**config.mk**
```make
export PLATFORM = sky130hd
export DESIGN_NAME = lfsr_rx_deser
export DESIGN_NICKNAME = d
export VERILOG_FILES = /design/src/rtl/lfsr_rx_deser.sv
export SDC_FILE = /design/constraint.sdc
export NUM_CORES = 1
export LEC_CHECK = 0
export ABC_CLOCK_PERIOD_IN_PS = 2100
export CAP_MARGIN = 20
export CORE_MARGIN = 2
export CORE_UTILIZATION = 51
export CTS_BUF_LIST = sky130_fd_sc_hd__clkbuf_8
export DETAILED_ROUTE_END_ITERATION = 8
export GPL_ROUTABILITY_DRIVEN = 0
export PLACE_DENSITY = 0.82
export SKIP_LAST_GASP = 1
export SYNTH_ARGS = -nofsm -noshare
export SYNTH_HDL_FRONTEND = slang
export SYNTH_SLANG_ARGS = --single-unit
```
**constraint.sdc**
```tcl
create_clock -name CLK -period 2.1 [get_ports CLK]
set_clock_uncertainty 0.2 [all_clocks]
set_input_delay 0.315 -clock CLK [delete_from_list [all_inputs] [get_ports CLK]]
set_output_delay 0.315 -clock CLK [all_outputs]
set_load 0.005 [all_outputs]
```
**src/rtl/lfsr_rx_deser.sv**
```systemverilog
// LSB-first serial-to-parallel receiver for the LFSR bit stream, with a
// one-word valid/ready holding register, expected-word compare and counters.
module lfsr_rx_deser #(
    parameter int LFSR_WD = 8,
    parameter int CNT_WD  = 8
) (
    input  logic               CLK,
    input  logic               RST,
    input  logic               Ser_In,
    input  logic               Ser_Valid,
    input  logic [LFSR_WD-1:0] Exp_Data,
    input  logic               Par_Ready,
    output logic [LFSR_WD-1:0] Par_Out,
    output logic               Par_Valid,
    output logic               Match,
    output logic               Frame_Err,
    output logic               Overrun,
    output logic [CNT_WD-1:0]  Word_Cnt,
    output logic [CNT_WD-1:0]  Mis_Cnt
);

    localparam int BW = $clog2(LFSR_WD);
    localparam logic [BW-1:0] LAST_BIT = BW'(LFSR_WD - 1);

    typedef enum logic {IDLE, SHIFT} state_t;

    state_t              state;
    state_t              state_nxt;
    logic [BW-1:0]       bit_cnt;
    logic [LFSR_WD-1:0]  shreg;
    logic [LFSR_WD-1:0]  word;
    logic                word_done;
    logic                abort;
    logic                accept;
    logic                load;

    always_ff @(posedge CLK or negedge RST) begin
        if (!RST) begin
            state <= IDLE;
        end else begin
            state <= state_nxt;
        end
    end

    always_comb begin
        state_nxt = state;
        case (state)
            IDLE:    if (Ser_Valid)  state_nxt = SHIFT;
            SHIFT:   if (!Ser_Valid) state_nxt = IDLE;
            default: state_nxt = IDLE;
        endcase
    end

    always_comb begin
        word_done = 1'b0;
        abort     = 1'b0;
        if (state == SHIFT) begin
            word_done = Ser_Valid && (bit_cnt == LAST_BIT);
            abort     = !Ser_Valid && (bit_cnt != '0);
        end
    end

    // The last bit is still on Ser_In when the word completes, so splice it in.
    assign word   = {Ser_In, shreg[LFSR_WD-2:0]};
    assign accept = Par_Valid && Par_Ready;
    assign load   = word_done && (!Par_Valid || Par_Ready);
    assign Match  = Par_Valid && (Par_Out == Exp_Data);

    always_ff @(posedge CLK or negedge RST) begin
        if (!RST) begin
            bit_cnt <= '0;
            shreg   <= '0;
        end else if (Ser_Valid) begin
            shreg[bit_cnt] <= Ser_In;
            bit_cnt        <= word_done ? '0 : bit_cnt + BW'(1);
        end else begin
            bit_cnt <= '0;
        end
    end

    always_ff @(posedge CLK or negedge RST) begin
        if (!RST) begin
            Par_Out   <= '0;
            Par_Valid <= 1'b0;
            Frame_Err <= 1'b0;
            Overrun   <= 1'b0;
            Word_Cnt  <= '0;
            Mis_Cnt   <= '0;
        end else begin
            Frame_Err <= abort;
            if (load) begin
                Par_Out   <= word;
                Par_Valid <= 1'b1;
            end else if (accept) begin
                Par_Valid <= 1'b0;
            end
            if (word_done && !load) begin
                Overrun <= 1'b1;
            end
            if (accept) begin
                Word_Cnt <= Word_Cnt + CNT_WD'(1);
                if (!Match && (Mis_Cnt != '1)) begin
                    Mis_Cnt <= Mis_Cnt + CNT_WD'(1);
                end
            end
        end
    end

endmodule
```
==> metrics <==
fillers=245; Die Area=roughly 3800 um2; register clock-pin slew on the reported worst setup and hold paths=approximately 0.07 ns; Routed WL=3280 um; # IOs=41; Cell Area, Synth=1710 um2; n_diodes=0; vias per inst=5.17; pre-CTS setup slack=-0.352 ns; # rows=21; clock share of power=31.8%; Startpoint Class=input port; worst vdd ir=0.471 mV; Core ar.=~3300 um2; post-synthesis async set-or-reset flop share=100%; WP buf/inv=2; largest net degree at the start of global routing=39; switching fraction of total power=22.9%; Final Max Slew Viols=0; critical path data arrival time=between 1.5 and 2 ns; internal power=approximately 1100 uW; Final TNS setup=0 ns; syn nets=155; die width=61.9 um; Hold Vio Cnt, Final=0; Worst Slack Setup Final=0.0753 ns; Psw=approximately 330 uW; number of synthesized flops with an enable pin=0; Hold WC Path Type=in -> async; Slew @ Worst Pin=0.473 ns; Initial Util=52.0%; vias in the first global route=1179; All-Layer GR Usage=19.5%; fin util=~70%; Synth Instances=137; Netlist cell types=25; Congestion Overflow GR=0; htree depth=2; Comb power frac=between 10% and 20%; Reg area=951 um2; vias=roughly 1200; clock buffer depth=2; 1st-iter DRT viols=about 120; Power Density=625 nW/um2; first-pass GRT wire length=around 5300 um; fmax=slightly below 0.5 GHz; IO Port Bufs=40; max-cap violations=0; CTS Buf Count=5; CTS tree=yes; P&R area growth vs syn=34.0%; DRT Pass-1 Iters=4; drc violations=0; hold_buf cts=0; Sink Count=38; CP cell instances=clkdlybuf4s50_1 -> xnor2_2 -> nand4_1 -> nor3_4 -> buf_2; Largest stage delay, worst path=0.50 ns; Most used DFF post-synth=dfrtp_1; CP Class=in -> out; die height=61.9 um; synth warn=0; CP max-delay cell=clkdlybuf4s50_1; Final period util=96.4%; final setup fails=0; DP HPWL=~2500 um; Detail Route Antenna Nets=0; Fin Hold WS=0.253 ns; drt wl/cell=13.9 um; CP delay by family, top=buffers and inverters; synthesized area per cell=12.5 um2; Power, Total=1430 uW; static leakage power=0.00108 uW; initial antenna violation count=0; clock latency on the worst-skew pair=0.28 ns; #FFs+latches synth=38; Max FO, Critical Path=2; min Tclk post-route=about 2.0 ns; Root Driver=clkbuf_8; Seq/Total Area, Yosys=between 50 and 60%; Slew HR=roughly two thirds; endpoint type of the worst setup path=primary output; share of cells above drive strength 1=19.0%; multi-input logic area=748 um2; Nets=207; Seq pwr share=57.6%; RSZ-0062 raised after global routing=no; Req. time, crit path=1.58 ns; status=finished, final reports clean
==> sequential cells by signal, indices dropped and copies added (netlist names) <==
| register | count |
|---|---|
| Par_Out | 8 |
| Overrun | 1 |
| Mis_Cnt | 8 |
| Frame_Err | 1 |
| state | 1 |
| shreg | 7 |
| Word_Cnt | 8 |
| bit_cnt | 3 |
| Par_Valid | 1 |
==> metal layers <==
metal / vias up / track usage [%] / routed length (um)
li1: 576 / - / -
met1: 593 / 22.4 / 1330
met2: 36 / 33.8 / 1700
met3: 10 / 4.14 / 161
met4: 0 / 10.6 / 84
met5: - / 0 / 0
==> synthesized netlist by cell type (3+ instances only) <==
cell      n  share of area [%]
mux2_2   17                 11
nor3_1    8                2.3
xnor2_1  12                6.1
nand3_1   6                1.8
ha_1      5                3.7
and3_1    4                1.5
nand2_1  11                2.4
xor2_1    7                3.6
nor2_1    3               0.66
nand4_1   5                1.8
dfrtp_1  38                 56
==> worst reg2reg max path: stages (launching register included) <==
cell     delay, ns
dfrtp_1       0.42
ha_1          0.23
and2_1        0.21
nand2_1       0.11
nor2_1        0.08
nor3b_2       0.23
mux2_4        0.32
==> area by class of cell <==
class / instances / area share (%)
timing repair buffer: 47 / 19.6
multi-input combinational: 95 / 32.7
inverter: 2 / 0.328
sequential: 38 / 41.5
clock inverter: 2 / 0.437
clock buffer: 5 / 3.00
tap: 46 / 2.51
==> what timing repair did <==
item / CTS / global route
pin swaps: 2 / 2
setup endpoints to repair: 1 / 1
endpoints found under the hold margin: 0 / 0
buffers inserted: 0 / 0
resized for setup: 5 / 0
==> power groups by stage <==
stage                     Combinational, uW  Clock [uW]  Sequential, uW
after floorplan                        75.6           0             829
after global placement                  147           0             835
after detailed placement                153           0             839
after CTS                               154         469             825
after global routing                    168         500             831
final                                   152         455             825
==> stage by stage <==
stage | cells | instance area, um2
floorplan | 137 | 1710
global placement | 228 | 2210
detailed placement | 228 | 2210
CTS | 235 | 2290
global route | 235 | 2290
finish | 235 | 2290
==> cells by family after synthesis <==
family	after synthesis	share of synthesized area [%]
and+or+nand+nor	49	16.1
adders and majority gates	5	3.66
DFF	38	55.6
AOI/OAI and AO/OA	4	1.76
xor gates and xnor gates	19	9.74
buffers and inverters	4	1.03
muxes	18	12.1
==> cell usage in the layout, fill, tap and decap left out, types with 3 or more instances in the layout <==
cell and n:
and3_1 4, buf_4 7, clkbuf_8 5, clkdlybuf4s50_1 39, dfrtp_1 38, ha_1 5
mux2_2 17, nand2_1 11, nand3_1 6, nand4_1 5, nor2_1 3, nor3_1 8
xnor2_1 11, xor2_1 7
==> final timing paths <==
path | startpoint | end | slack, ns | cells past startpoint
setup / recovery | Exp_Data[3] | Match | 0.08 | 5
hold / removal | RST | Word_Cnt[3]$_DFFE_PN0P_ | 0.25 | 2
setup reg to reg | Mis_Cnt[0]$_DFFE_PN0P_ | Mis_Cnt[1]$_DFFE_PN0P_ | 0.18 | 6
hold reg to reg | Overrun$_DFFE_PN0P_ | Overrun$_DFFE_PN0P_ | 0.28 | 1
max in group asynchronous | RST | shreg[4]$_DFFE_PN0P_ | 1.11 | 2
min in group CLK | Overrun$_DFFE_PN0P_ | Overrun$_DFFE_PN0P_ | 0.28 | 1
Note: power is estimated with default switching activity, not from simulation.
